==> src/rtl/pipe_stage_fifo.sv <==
// Elastic inter-stage pipeline buffer: DEPTH_P-entry circular queue with
// valid/ready handshakes on both sides and a synchronous flush.
module pipe_stage_fifo #(
  parameter int WIDTH_P        = 32,
  parameter int DEPTH_P        = 2,
  parameter bit ZERO_INVALID_P = 1'b1
) (
  input  logic                         clk_i,
  input  logic                         rst_i,
  input  logic                         flush_v_i,
  input  logic                         v_i,
  input  logic [WIDTH_P-1:0]           data_i,
  output logic                         ready_o,
  output logic                         v_o,
  output logic [WIDTH_P-1:0]           data_o,
  input  logic                         ready_i,
  output logic [$clog2(DEPTH_P+1)-1:0] count_o
);

  localparam int PTR_W = (DEPTH_P > 1) ? $clog2(DEPTH_P) : 1;
  localparam int CNT_W = $clog2(DEPTH_P + 1);

  typedef logic [PTR_W-1:0] ptr_t;
  typedef logic [CNT_W-1:0] cnt_t;

  logic [WIDTH_P-1:0] mem [DEPTH_P];
  ptr_t               rd_ptr;
  ptr_t               wr_ptr;
  cnt_t               count;
  logic               enq;
  logic               deq;

  // Explicit wrap so non-power-of-two depths never index past the last entry.
  function automatic ptr_t ptr_next(input ptr_t p);
    return (p == ptr_t'(DEPTH_P - 1)) ? '0 : p + ptr_t'(1);
  endfunction

  // ready_o is a function of occupancy only, so a full queue refuses input
  // even when the head leaves in the same cycle.
  assign ready_o = (count != cnt_t'(DEPTH_P));
  assign v_o     = (count != '0) && !flush_v_i;
  assign enq     = v_i && ready_o && !flush_v_i;
  assign deq     = v_o && ready_i;
  assign count_o = count;
  assign data_o  = (v_o || !ZERO_INVALID_P) ? mem[rd_ptr] : '0;

  always_ff @(posedge clk_i or posedge rst_i) begin
    if (rst_i) begin
      rd_ptr <= '0;
      wr_ptr <= '0;
      count  <= '0;
    end else if (flush_v_i) begin
      rd_ptr <= '0;
      wr_ptr <= '0;
      count  <= '0;
    end else begin
      if (enq) wr_ptr <= ptr_next(wr_ptr);
      if (deq) rd_ptr <= ptr_next(rd_ptr);
      if (enq && !deq)      count <= count + cnt_t'(1);
      else if (deq && !enq) count <= count - cnt_t'(1);
    end
  end

  // NOTE: payload storage has no reset; validity is tracked by count alone,
  // which keeps the array a plain RAM without a reset fan-out.
  always_ff @(posedge clk_i) begin
    if (enq) mem[wr_ptr] <= data_i;
  end

  a_count_bound: assert property (@(posedge clk_i) disable iff (rst_i)
    count <= cnt_t'(DEPTH_P));
  a_no_deq_empty: assert property (@(posedge clk_i) disable iff (rst_i)
    !(deq && (count == '0)));
  a_data_known: assert property (@(posedge clk_i) disable iff (rst_i)
    v_i |-> !$isunknown(data_i));

endmodule

==> config.mk <==
export PLATFORM = sky130hd
export DESIGN_NAME = pipe_stage_fifo
export DESIGN_NICKNAME = d
export VERILOG_FILES = /design/src/rtl/pipe_stage_fifo.sv
export SDC_FILE = /design/constraint.sdc
export NUM_CORES = 1
export LEC_CHECK = 0
export CORE_MARGIN = 5
export CORE_UTILIZATION = 48
export CTS_CLUSTER_SIZE = 10
export DETAILED_ROUTE_END_ITERATION = 16
export DONT_BUFFER_PORTS = 1
export GPL_TIMING_DRIVEN = 0
export PLACE_DENSITY = 0.7
export SYNTH_ARGS = -nofsm -noshare
export SYNTH_HDL_FRONTEND = slang
export SYNTH_SLANG_ARGS = --single-unit
==> constraint.sdc <==
create_clock -name clk_i -period 6.9 [get_ports clk_i]
set_input_delay 2.07 -clock clk_i [delete_from_list [all_inputs] [get_ports clk_i]]
set_output_delay 2.07 -clock clk_i [all_outputs]
set_load 0.03 [all_outputs]
* Word level (Yosys, flattened, before mapping)
Memories as Yosys holds them, arrays and structs flattened. Cells that the tools add are included.
Storage, ports and cells: register bits after elaboration 4, RAM bits 64, input bits 37, output and inout port bits 36, logic and storage cells 34, memories 1
Memory list:
- mem | words 2, bits a word 32, read ports 1, clocked after memory_dff 0, write ports 1, line 26 | logic [WIDTH_P-1:0] mem [DEPTH_P];
Cells by class: add/sub/neg operators 4, equality and inequality tests 1, multiplexer cells 12, reduce and logical (&&, ||, !) cells 13
Operator list (number):
- two-way mux 32 bit | 1
- two-way mux 1 bit | 8
- logical AND 1 bit | 6
- two-way mux 2 bit | 3
- nonzero test 2 bit | 3
- zero test 1 bit | 3
- nonzero test 3 bit | 1
- adder 1 bit (second input constant) | 2
- adder 2 x 1 -> 2 bit (second input constant) | 1
- inequality test 2 bit (second input constant) | 1
- subtractor 2 x 1 -> 2 bit (second input constant) | 1

* Logic depth before layout (Yosys ltp)
Gate-level depths: netlist of the first run.
depth after elaboration 8, gate-level depth with buffers 4, mapped depth without buffers 4

* Worst setup path after synthesis of the first run
Ideal clock, no wire load.
path kind input -> register, start point in v_i, end point mem mem[1][0] (enable), setup time 0.468 ns, data arrival time 4.514 ns, required time 6.432 ns, path slack 1.918 ns, stages on the path 2, path buffers 0, path through nand2_1 nor3b_1
On the way: cells in the longest elaborated chain, start to end 4
Ends and longest elaborated chain:
- start, declared | line 11 | input logic v_i,
- logical AND 1 bit (2 in a row) | line 42 | assign enq = v_i && ready_o && !flush_v_i;
- two-way mux 1 bit | line 67 | if (enq) mem[wr_ptr] <= data_i;
- two-way mux 1 bit (not written as such) | line 67
- end, declared | line 26
Every way passes these cells.

* Worst setup path in the final report of the first run
start point in flush_v_i, end point out data_o[14]
On the way: cells in the longest elaborated chain, start to end 3
Ends and longest elaborated chain:
- start, declared | line 10 | input logic flush_v_i,
- zero test 1 bit | line 41 | assign v_o = (count != '0) && !flush_v_i;
- logical AND 1 bit | line 41
- two-way mux 32 bit | line 45 | assign data_o = (v_o || !ZERO_INVALID_P) ? mem[rd_ptr] : '0;
- end, declared | line 15 | output logic [WIDTH_P-1:0] data_o,
Every way passes these cells.

==> results.yml, run 1 <==
run_status:
  status: "finished clean"
logic_synthesis:
  synth_enable_flop_cells: 64
  yosysTopAreaCell: "edfxtp_1"
  ys_types: 22
  ys_seq_area_frac: 0.7626
  syn_inst: 163
  syn_area_um2: 2651
  syn_avg_cell_area_um2: 16.27
  async_flop_share: 0.05882
  yosysMostFrequentCell: "edfxtp_1"
  ys_seq_elements: 68
  synth_top_area_share: 0.7249
  yosys-top-cells-count: "64 x edfxtp_1, 33 x mux2i_1, 33 x nor2_1"
  yosys_warnings: 0
  syn_nets: 200
  synthFlopType: "edfxtp_1"
  synth_area_leaders: "edfxtp_1 72%, mux2i_1 12%, nor2_1 4.7%"
power_and_ir_drop:
  p_per_area_nw_per_um2: 285.3
  peakVddDrop_v: 0.0001730
  p_leak_nw: 0.9845
  power_w: 0.0008487
placed_design:
  port_buffers: 0
  gp_congestion: 0.7777
  dp_hpwl_um: 3582
  dpl-instance-area_um2: 2796
timing:
  fin_crit_sh: 0.7391
  rsz0062_at_grt: "false"
  hold_viol: 0
  fin_hold_ws_ps: 639.3
  max_slew_margin: 0.3187
  setup_viol: 0
  fin_setup_tns_ps: 0
  tightest_slew_ps: 1017
  period_needed_ps: 5100
  timing.fmax_ghz: 0.1961
  maxSlewViolCount: 0
  fin_worst_skew_ps: 10.35
detailed_routing:
  wire_per_inst_um: 19.72
  ant_nets: 0
  viasPerCell: 5.220
  drc: 0
  drt-initial-drc-count: 62
  wirelength_um: 5028
  first_pass_iters: 4
  num_vias: 1331
floorplanning:
  dieArea_um2: 7110
  die_h_um: 84.32
  coreArea_um2: 5439
  io-pin-count: 73
  die_x_um: 84.32
  rows: 27
  start_util: 0.4875
global_route:
  grt_max_degree: 14
  antenna_found_initial: 0
  grt.busiest_layer: "met2"
  grt_util_met1: 0.1442
  grt_use_total: 0.1529
  grt_pass1_vias: 1488
  use_met2: 0.2747
  gr-usage-met3: 0.08832
  gr-total-overflow: 0
  grt_pass1_wl_um: 8066
clock_network:
  numCtsBuffers: 9
  hold_buffers: 0
  cts_sinks: 68
  clk_latency_ps: 330
  clockBufferDepth: 2
  clk_pin_slew_worst_paths_ps: 70
  cts_root_buffer: "clkbuf_8"
  htree_levels: 3
  post_cts_resized: 0
  postCtsSetupBuffers: 0
  cts_tree: "built"
worst_setup_path:
  cp_slowest_cell: "nor2_1"
  worst-path-max-fanout: 10
  worst_setup_path_start_kind: "primary input"
  critPathBufInv: 1
  end_kind: "primary output"
  path_class: "in2out"
  slowest_delay_ps: 500
  cp.arrival_ps: 3030
  path_delay_family: "simple AND/OR/NAND/NOR gates"
  crit_chain: "o21bai_2 > buf_2 > nor2_1"
  critPathRequiredTime_ps: 4830
layout:
  design_area_um2: 2975
  syn2layout_area_growth_pct: 12.22
  post-route-util: 0.5470
  fill_cells: 440
  multiInputGateArea_um2: 581.8
  diodes: 0
  regArea_um2: 2022
  fin_nets: 215
  drive_gt1_frac: 0.1585
min_path:
  hp-class: "reg2reg"
run:
  maxCapViolCount: 0
==> cells by family (layout without fill, tap and decap cells) <==
family / count (synthesis) / after routing / synth area share
XOR/XNOR: 1 / 1 / 0.003304
flip-flops: 68 / 68 / 0.7626
AND/OR/NAND/NOR: 41 / 41 / 0.06654
AO/OA/AOI/OAI: 9 / 9 / 0.02124
buffers and inverters: 11 / 31 / 0.02171
multiplexers: 33 / 33 / 0.1246
==> placed cells by master, fill, tap and decap left out <==
master / n
xor2_1: 1
buf_2: 4
nand3b_1: 1
o21ai_0: 2
nor2_1: 33
clkbuf_8: 9
or3_1: 1
o21bai_2: 1
bufinv_16: 1
dfrtp_1: 4
edfxtp_1: 64
nor3_2: 1
nor3b_1: 1
o211ai_1: 1
clkinv_2: 2
a21oi_1: 4
buf_6: 4
or2_2: 1
inv_1: 3
a21o_1: 1
clkbuf_4: 1
inv_2: 1
clkbuf_1: 4
nor3b_2: 1
nor2b_2: 1
buf_4: 2
nand2_1: 1
mux2i_1: 33
==> layout make-up <==
cell class / instances / area share
buffer: 7 / 0.01430
clock buffer: 13 / 0.04668
clock inverter: 3 / 0.01346
inverter: 4 / 0.005046
multi-input combinational: 84 / 0.1955
sequential: 68 / 0.6796
tap: 72 / 0.03028
timing repair buffer: 4 / 0.01514
==> sequential cells by signal, summed over array words and instances, names as in the netlist <==
| name | cells |
|---|---|
| count_o | 2 |
| rd_ptr | 1 |
| mem | 64 |
| wr_ptr | 1 |
==> worst min-delay path: cells and delay by family (launching register included) <==
kind / cells / cell delay (ps)
AOI/OAI and AO/OA: 1 / 70
DFF: 1 / 400
and+or+nand+nor: 1 / 130
==> per-stage QoR <==
stage	cells	worst slack, ps
final	255	1800
after detailed placement	239	1781
after global routing	255	1740
after global placement	235	830.9
after floorplan	163	1918
after CTS	255	1775
==> power breakdown <==
| group | switching (W) | internal [W] |
|---|---|---|
| clock network | 0.000131 | 0.000166 |
| registers | 0.00000682 | 0.000469 |
| logic | 0.0000532 | 0.0000228 |
| total | 0.000191 | 0.000658 |
==> per-layer routing <==
layer | up-vias | share of wire
met5 | - | 0
met4 | 0 | 0.0020
met3 | 2 | 0.11
met2 | 61 | 0.55
met1 | 640 | 0.34
li1 | 628 | -
==> path summary, 6_finish.rpt <==
path / startpoint / slack, ps / end / depth (start not counted)
worst max-delay path: flush_v_i / 1800 / data_o[14] / 3
worst min-delay path: wr_ptr / 640 / wr_ptr / 2
worst max register to register: count_o[1] / 4320 / mem[1][5] / 5
worst min register to register: wr_ptr / 640 / wr_ptr / 2
max in group asynchronous: rst_i / 5230 / rd_ptr / 1
min in group asynchronous: rst_i / 1510 / wr_ptr / 1
Note: power is estimated with default switching activity, not from simulation.
==> run 2, diff against run 1 <==
Settings changed: PLACE_DENSITY 0.7 to 0.72.
Clock period 6.9 ns to 4.4 ns, I/O delays scaled along.
==> run 2 against run 1 <==
- hold slack worse by 30 ps
- count of clock-buffer cells in the layout down 4
- combinational power up 54%
- die area unchanged
- sequential power up 57%
- sequential share of layout area down 0.82 points
- clock skew about the same
- flip-flop and latch count unchanged
- total power up 64%
- cell count unchanged
- critical path depth unchanged
- core utilization up 0.67 points
- critical path type unchanged
==> results.yml, run 2 (synthesized netlist as in run 1, its figures left out) <==
layout:
  final_common_cell: "edfxtp_1"
  diodes: 0
  drive_gt1_frac: 0.1803
  post-route-util: 0.5537
  design_area_um2: 3012
  syn2layout_area_growth_pct: 13.59
  layout_common_cells: "64 x edfxtp_1, 33 x nor2_1, 33 x mux2i_1"
  fin_nets: 215
  largest_register_ffs: 64
  fill_cells: 426
  regMostFlops: "mem"
run_status:
  status: "finished clean"
floorplanning:
  die_x_um: 84.32
  coreArea_um2: 5439
  rows: 27
  die_h_um: 84.32
  start_util: 0.4875
  dieArea_um2: 7110
  io-pin-count: 73
clock_network:
  clockBufferDepth: 2
  hold_buffers: 0
  clk_latency_ps: 330
  cts_root_buffer: "clkbuf_8"
  htree_levels: 3
  cts_tree: "built"
  post_cts_resized: 0
  clk_pin_slew_worst_paths_ps: 70
  numCtsBuffers: 9
  postCtsSetupBuffers: 0
  cts_sinks: 68
run:
  maxCapViolCount: 0
timing:
  max_slew_margin: 0.5295
  hold_viol: 0
  rsz0062_at_grt: "false"
  fin_crit_sh: 0.8211
  layout_setup_ws_ps: 787.0
  fin_worst_skew_ps: 10.58
  setup_viol: 0
  period_needed_ps: 3613
  tightest_slew_ps: 701.9
  maxSlewViolCount: 0
  timing.fmax_ghz: 0.2768
power_and_ir_drop:
  p_leak_nw: 1.002
  peakVddDrop_v: 0.0002629
  p_per_area_nw_per_um2: 462.8
  power_w: 0.001394
worst_setup_path:
  worst-path-max-fanout: 10
  critPathRequiredTime_ps: 3080
  cp.arrival_ps: 2290
  worst_setup_path_start_kind: "primary input"
  timing.rr.end: "mem[1][6]"
  crit-reg2reg-launch: "count_o[1]"
  path_class: "in2out"
  reg2reg_depth: 5
  end_kind: "primary output"
  ff2ff_setup_slack_ps: 2100
global_route:
  grt_use_total: 0.1318
  grt_max_degree: 14
  grt_pass1_wl_um: 7086
  antenna_found_initial: 0
  grt_pass1_vias: 1375
  gr-total-overflow: 0
placed_design:
  place_ws_ps: 772.0
  port_buffers: 0
  dp_hpwl_um: 3347
  dpl-instance-area_um2: 2796
  gp_congestion: 0.7200
detailed_routing:
  drc: 0
  drt-initial-drc-count: 66
  first_pass_iters: 4
  ant_nets: 0
  num_vias: 1305
  viasPerCell: 5.118
  wire_per_inst_um: 17.58
  wirelength_um: 4483
min_path:
  hold_path_startpoint: "wr_ptr"
  hold_depth: 2
  hp-class: "reg2reg"
  whs_endpoint: "wr_ptr"
-- run 2: area by class of cell --
class | count | area [um^2] | area share
sequential | 68 | 2022 | 0.6714
multi-input combinational | 84 | 581.8 | 0.1932
clock buffer | 9 | 123.9 | 0.04113
clock inverter | 7 | 91.34 | 0.03033
tap | 72 | 90.09 | 0.02991
timing repair buffer | 4 | 45.04 | 0.01496
buffer | 7 | 42.54 | 0.01413
inverter | 4 | 15.01 | 0.004985
-- run 2: layer usage --
layer / wire, um / global-route usage / vias to the layer above
met5: 0 / 0 / -
met4: 17 / 0.03509 / 0
met3: 527 / 0.08538 / 4
met2: 2472 / 0.2346 / 55
met1: 1465 / 0.1247 / 620
li1: - / - / 626
-- run 2: worst max-delay path by stage --
| stage | from | endpoint | slack [ps] | depth (start not counted) |
|---|---|---|---|---|
| final | flush_v_i | data_o[28] | 790 | 3 |
| after global routing | flush_v_i | data_o[3] | 740 | 3 |
| after CTS | flush_v_i | data_o[28] | 770 | 3 |
| after detailed placement | flush_v_i | data_o[28] | 770 | 3 |
| after global placement | v_i | mem[1][15] | -750 | 2 |
| after floorplan | v_i | mem[1][0] | 170 | 2 |
-- run 2: worst max-delay path, cell delays in order --
cell	delay (ps)
o21bai_2	230
buf_2	230
nor2_1	510
-- run 2: metrics by stage --
stage	std cells	hold WS (ps)	setup TNS, ps
2_1_floorplan	163	529.7	0
6_report	255	609.5	0
5_1_grt	255	631.7	0
3_3_place_gp	235	544.9	-40170
3_5_place_dp	239	593.7	0
4_1_cts	255	618.9	0
-- run 2: power by group --
group / total, W / internal, W / switching (W)
sequential: 0.000745 / 0.000735 / 0.0000101
clock: 0.000532 / 0.000317 / 0.000215
combinational: 0.000117 / 0.0000357 / 0.0000812
total: 0.00139 / 0.00109 / 0.000307
